===== config.mk =====
export PLATFORM = sky130hd
export DESIGN_NAME = ramp_adc_ctrl
export DESIGN_NICKNAME = d
export VERILOG_FILES = /design/src/rtl/ramp_adc_pkg.sv /design/src/rtl/pwm_dac.sv /design/src/rtl/ramp_adc_ctrl.sv
export SDC_FILE = /design/constraint.sdc
export NUM_CORES = 1
export LEC_CHECK = 0
export BUFFER_PORTS_ARGS = -buffer_cell sky130_fd_sc_hd__buf_4
export CAP_MARGIN = 30
export CORE_MARGIN = 1.5
export CORE_UTILIZATION = 55
export CTS_CLUSTER_SIZE = 14
export DETAILED_ROUTE_END_ITERATION = 8
export PLACE_DENSITY = 0.74
export REMOVE_ABC_BUFFERS = 1
export SYNTH_ARGS = -nofsm -noshare
export SYNTH_HDL_FRONTEND = slang
export SYNTH_SLANG_ARGS = --single-unit
export TNS_END_PERCENT = 50

===== constraint.sdc =====
create_clock -name clk -period 2.35 [get_ports clk]
set_input_delay 0.47 -clock clk [delete_from_list [all_inputs] [get_ports clk]]
set_output_delay 0.47 -clock clk [all_outputs]
set_load 0.02 [all_outputs]

===== src/rtl/ramp_adc_pkg.sv =====
// Shared types for the ramp-compare ADC controller.
package ramp_adc_pkg;

  typedef enum logic [1:0] {
    IDLE      = 2'd0,
    DISCHARGE = 2'd1,
    RAMP      = 2'd2,
    DONE      = 2'd3
  } ramp_state_t;

endpackage


===== src/rtl/pwm_dac.sv =====
// PWM generator for the RC ramp filter: free-running period counter, registered
// compare output and a combinational end-of-period strobe.
module pwm_dac #(
  parameter int CODE_WIDTH = 8
) (
  input  logic                  clk,
  input  logic                  reset_n,
  input  logic                  run,
  input  logic                  clear,
  input  logic                  active,
  input  logic [CODE_WIDTH-1:0] code,
  output logic                  pwm_out,
  output logic                  wrap
);

  logic [CODE_WIDTH-1:0] pwm_cnt;

  // NOTE: sequential state uses non-blocking assignments only, so every
  // register samples the pre-edge value of every other register.
  always_ff @(posedge clk or negedge reset_n) begin
    if (!reset_n) begin
      pwm_cnt <= '0;
      pwm_out <= 1'b0;
    end else begin
      if (!run || clear) begin
        pwm_cnt <= '0;
      end else begin
        pwm_cnt <= pwm_cnt + 1'b1;
      end
      // Gated by active so the cycle leaving RAMP cannot leak a high into IDLE.
      pwm_out <= active && (pwm_cnt < code);
    end
  end

  assign wrap = run && (pwm_cnt == '1);

endmodule


===== src/rtl/ramp_adc_ctrl.sv =====
// Ramp-compare ADC controller: discharge, stepped PWM ramp, latch the ramp code
// on the comparator's rising edge and publish one result per ramp.
module ramp_adc_ctrl
  import ramp_adc_pkg::*;
#(
  parameter int CODE_WIDTH       = 8,
  parameter int STEP_PERIODS     = 4,
  parameter int DISCHARGE_CYCLES = 4096
) (
  input  logic                  clk,
  input  logic                  reset_n,
  input  logic                  enable,
  input  logic                  vcompare_sync,
  input  logic                  low_to_high_pulse,
  output logic                  pwm_out,
  output logic [CODE_WIDTH-1:0] ramp_code,
  output logic [CODE_WIDTH-1:0] adc_code,
  output logic                  code_valid,
  output logic                  overrange,
  output logic                  underrange,
  output logic                  busy
);

  localparam int PW = (STEP_PERIODS > 1) ? $clog2(STEP_PERIODS) : 1;
  localparam int DW = (DISCHARGE_CYCLES > 1) ? $clog2(DISCHARGE_CYCLES) : 1;
  localparam logic [CODE_WIDTH-1:0] MAX_CODE = '1;
  localparam logic [PW-1:0] LAST_PERIOD = PW'(STEP_PERIODS - 1);
  localparam logic [DW-1:0] LAST_DISCHARGE = DW'(DISCHARGE_CYCLES - 1);

  ramp_state_t   state;
  logic [PW-1:0] per_cnt;
  logic [DW-1:0] dis_cnt;
  logic          first_ramp;
  logic          wrap;
  logic          ramp_entry;
  logic          step_end;

  assign ramp_entry = (state == DISCHARGE) && (dis_cnt == LAST_DISCHARGE);
  assign step_end   = (state == RAMP) && wrap && (per_cnt == LAST_PERIOD);

  pwm_dac #(
    .CODE_WIDTH(CODE_WIDTH)
  ) u_pwm_dac (
    .clk     (clk),
    .reset_n (reset_n),
    .run     (state != IDLE),
    .clear   (ramp_entry),
    .active  (state == RAMP),
    .code    (ramp_code),
    .pwm_out (pwm_out),
    .wrap    (wrap)
  );

  always_ff @(posedge clk or negedge reset_n) begin
    if (!reset_n) begin
      state      <= IDLE;
      per_cnt    <= '0;
      dis_cnt    <= '0;
      first_ramp <= 1'b0;
      ramp_code  <= '0;
      adc_code   <= '0;
      code_valid <= 1'b0;
      overrange  <= 1'b0;
      underrange <= 1'b0;
      busy       <= 1'b0;
    end else begin
      // NOTE: pulse outputs take a default at the top of the block and are
      // overridden below, so they can never stick high for a second cycle.
      code_valid <= 1'b0;
      first_ramp <= 1'b0;

      case (state)
        IDLE: begin
          ramp_code <= '0;
          per_cnt   <= '0;
          dis_cnt   <= '0;
          if (enable) begin
            state <= DISCHARGE;
            busy  <= 1'b1;
          end
        end

        DISCHARGE: begin
          if (ramp_entry) begin
            state      <= RAMP;
            dis_cnt    <= '0;
            per_cnt    <= '0;
            first_ramp <= 1'b1;
          end else begin
            dis_cnt <= dis_cnt + 1'b1;
          end
        end

        RAMP: begin
          // Priority: underrange, then a crossing, then end of full scale.
          if (first_ramp && vcompare_sync) begin
            adc_code   <= '0;
            underrange <= 1'b1;
            overrange  <= 1'b0;
            code_valid <= 1'b1;
            state      <= DONE;
          end else if (low_to_high_pulse) begin
            adc_code   <= ramp_code;
            underrange <= 1'b0;
            overrange  <= 1'b0;
            code_valid <= 1'b1;
            state      <= DONE;
          end else if (step_end && (ramp_code == MAX_CODE)) begin
            adc_code   <= MAX_CODE;
            underrange <= 1'b0;
            overrange  <= 1'b1;
            code_valid <= 1'b1;
            state      <= DONE;
          end else if (step_end) begin
            per_cnt   <= '0;
            ramp_code <= ramp_code + 1'b1;
          end else if (wrap) begin
            per_cnt <= per_cnt + 1'b1;
          end
        end

        DONE: begin
          ramp_code <= '0;
          per_cnt   <= '0;
          dis_cnt   <= '0;
          if (enable) begin
            state <= DISCHARGE;
            busy  <= 1'b1;
          end else begin
            state <= IDLE;
            busy  <= 1'b0;
          end
        end

        default: begin
          state <= IDLE;
          busy  <= 1'b0;
        end
      endcase
    end
  end

endmodule


==> reports/results.tsv <==
metric	value	unit
status	finished, final reports clean	
clkTransAtPathRegs	0.09	ns
startpoint_type	flip-flop	
ant_nets	0	
viasPerCell	5.84	
finalPower	3.19	mW
top_usage_layer	met2	
drtIter0Drc	95	
coreArea	4350	um2
vdd_drop_max	0.546	mV
yosysSeqAreaShare	0.462	
grt_overflow	0	
n_antenna_cell	0	
insertion_delay	0.30	ns
clk_path_buf_depth	2	
drc	0	
fin_skew	0.00811	ns
grt_pass1_vias	1856	
crit_arrival	2.38	ns
use_met1	0.268	
critical_path_class	reg2reg	
routabilityCongestion	0.839	
grt_first_pass_wirelength	8270	um
grt_max_degree	47	
htreeDepth	2	
syn_to_final_growth	14.4	%
ys_seq_elements	46	
clockRootBuffer	clkbuf_8	
synth-edff-count	0	
vias	1951	
clock-sinks	46	
start_util	0.572	
whs	0.152	ns
wl_per_cell	14.3	um
postSynthCellCount	250	
drt_pass1_iterations	4	
leakage	1.32	nW
fin_crit_sh	0.937	
rsz0062_at_grt	no	
clkPwrFrac	0.156	
power_frac_seq	0.363	
nNetsFinal	302	
swShare	0.411	
hpwl	3480	um
cap_violations	0	
hp-class	in2async	
worstPathRequired	2.53	ns
cp_slowest_stage_delay	0.44	ns
synth_top_area_cell	dfrtp_1	
synth.avg_cell_area	9.97	um2
dieWidth	70.3	um
path_buf_inv	2	
powerDensity	1120	nW/um2
layout_min_cycle_time	2.20	ns
p_int	1.88	mW
max_freq	454	MHz
synth_top_area_frac	0.462	
relSlewSlack	0.621	
synthDistinctLibCells	46	
yosys-top-cells-area	dfrtp_1, ha_1, o21ai_0, nand2_1, o221a_2	
hold_violations	0	
num_io_pins	26	
final_core_util	0.655	
ys.flop_type	dfrtp_1	
endpoint_kind	flip-flop	
setup_viol	0	
die_h	70.3	um
die_area	4940	um2
track_usage	0.207	
grt_util_met3	0.0332	
cts_buffers	5	
critPathSlowestCell	dfrtp_1	
fin_tns_setup	0	ns
comb_power_share	0.481	
antenna_found_initial	0	
drv_slew	0	
syn_area	2490	um2
use_met2	0.345	
p_sw	1.31	mW
crit_family	flip-flops	
async_reset_ff_frac	1.00	
wirelength	4780	um
cts_tree	built	
tightest_slew	0.569	ns
portBuffers	25	
path_cells	inv_1 > ha_1 > and4b_1 > and2_1 > a221oi_1 > buf_4 > mux2i_1 > o31ai_1	
crit_fanout	10	
drive_above_1_share	0.188	
fp-row-count	24	
synth_commonest_cells	dfrtp_1, nand2_1, o21ai_0	
synth.most_common_cell	dfrtp_1	
ys_warn_count	0	
[state kept, by name, summed over array words and instances, names as in the netlist]
signal             flops
u_pwm_dac.pwm_cnt      8
u_pwm_dac.pwm_out      1
code_valid             1
adc_code               8
busy                   1
underrange             1
state                  2
ramp_code              8
first_ramp             1
per_cnt                2
dis_cnt               12
overrange              1
[cell usage in the layout (no fill, tap or decap), types with 8 or more instances in the layout]
cell type and instances:
dfrtp_1 46, buf_4 30, nand2_1 24, o21ai_0 18, nand3_1 17, nor2_1 17, inv_1 16, ha_1 16
a21oi_1 9, a21o_1 8, o221a_2 8
[path summary, 6_finish.rpt]
| path | start | endpoint | slack (ns) | depth (start not counted) |
|---|---|---|---|---|
| max | state[1] | ramp_code[4] | 0.15 | 8 |
| min | reset_n | adc_code[6] | 0.15 | 1 |
| max reg2reg | state[1] | ramp_code[4] | 0.15 | 8 |
| min reg2reg | u_pwm_dac.pwm_cnt[0] | u_pwm_dac.pwm_cnt[0] | 0.50 | 1 |
| max in group asynchronous | reset_n | dis_cnt[11] | 1.80 | 1 |
| min in group clk | low_to_high_pulse | overrange | 0.45 | 3 |
[cells by family (layout without fill, tap and decap cells)]
kind of cell	Yosys count	after routing	synth area share
compound gates	63	63	0.182
xor+xnor	8	8	0.0281
simple gates	90	90	0.193
buf+inv	22	54	0.0351
flops	46	46	0.462
mux	5	5	0.0201
fa+ha+maj	16	16	0.0803
[worst register-to-register path: cells and delay by family (launching register included)]
kind                     cells  cell delay [ns]
AO/OA/AOI/OAI                2             0.43
multiplexers                 1             0.20
adder cells (fa/ha/maj)      1             0.24
flip-flops                   1             0.44
AND/OR/NAND/NOR              2             0.42
buffers and inverters        2             0.37
[power by group through the flow]
stage	Clock (mW)	Sequential, mW	Combinational [mW]
CTS	0.515	1.16	1.53
floorplan	0	1.28	0.891
finish	0.499	1.16	1.53
detailed placement	0	1.18	1.51
global route	0.540	1.19	1.69
global placement	0	1.17	1.49
[timing repair]
action,CTS,global route
endpoints found under the setup margin,0,1
resized for setup,0,1
setup buffers,0,0
hold buffers,0,0
[metal layers]
| metal | up-vias | part of all wire | routed length, um |
|---|---|---|---|
| met1 | 932 | 0.48 | 2270 |
| met5 | - | 0 | 0 |
| met4 | 0 | 0.013 | 61 |
| li1 | 979 | - | - |
| met3 | 7 | 0.039 | 187 |
| met2 | 33 | 0.47 | 2260 |
[per-stage QoR]
step                      std cells  setup WS [ns]  instance area (um2)
after floorplan                 244         -0.131                 2460
after global placement          326          0.278                 2760
after detailed placement        326          0.181                 2760
after global routing            334         0.0149                 2850
final                           334          0.149                 2850
after CTS                       334          0.169                 2850
[cell type report]
cell class	count	area [um2]
flip-flops and latches	46	1150
clock buffers	6	82.6
multi-input cells	182	1250
inverters	16	60.1
clock inverters	2	12.5
fillers	341	1500
repair buffers	30	225
well taps	52	65.1
Power figures use the tool's default switching activity.
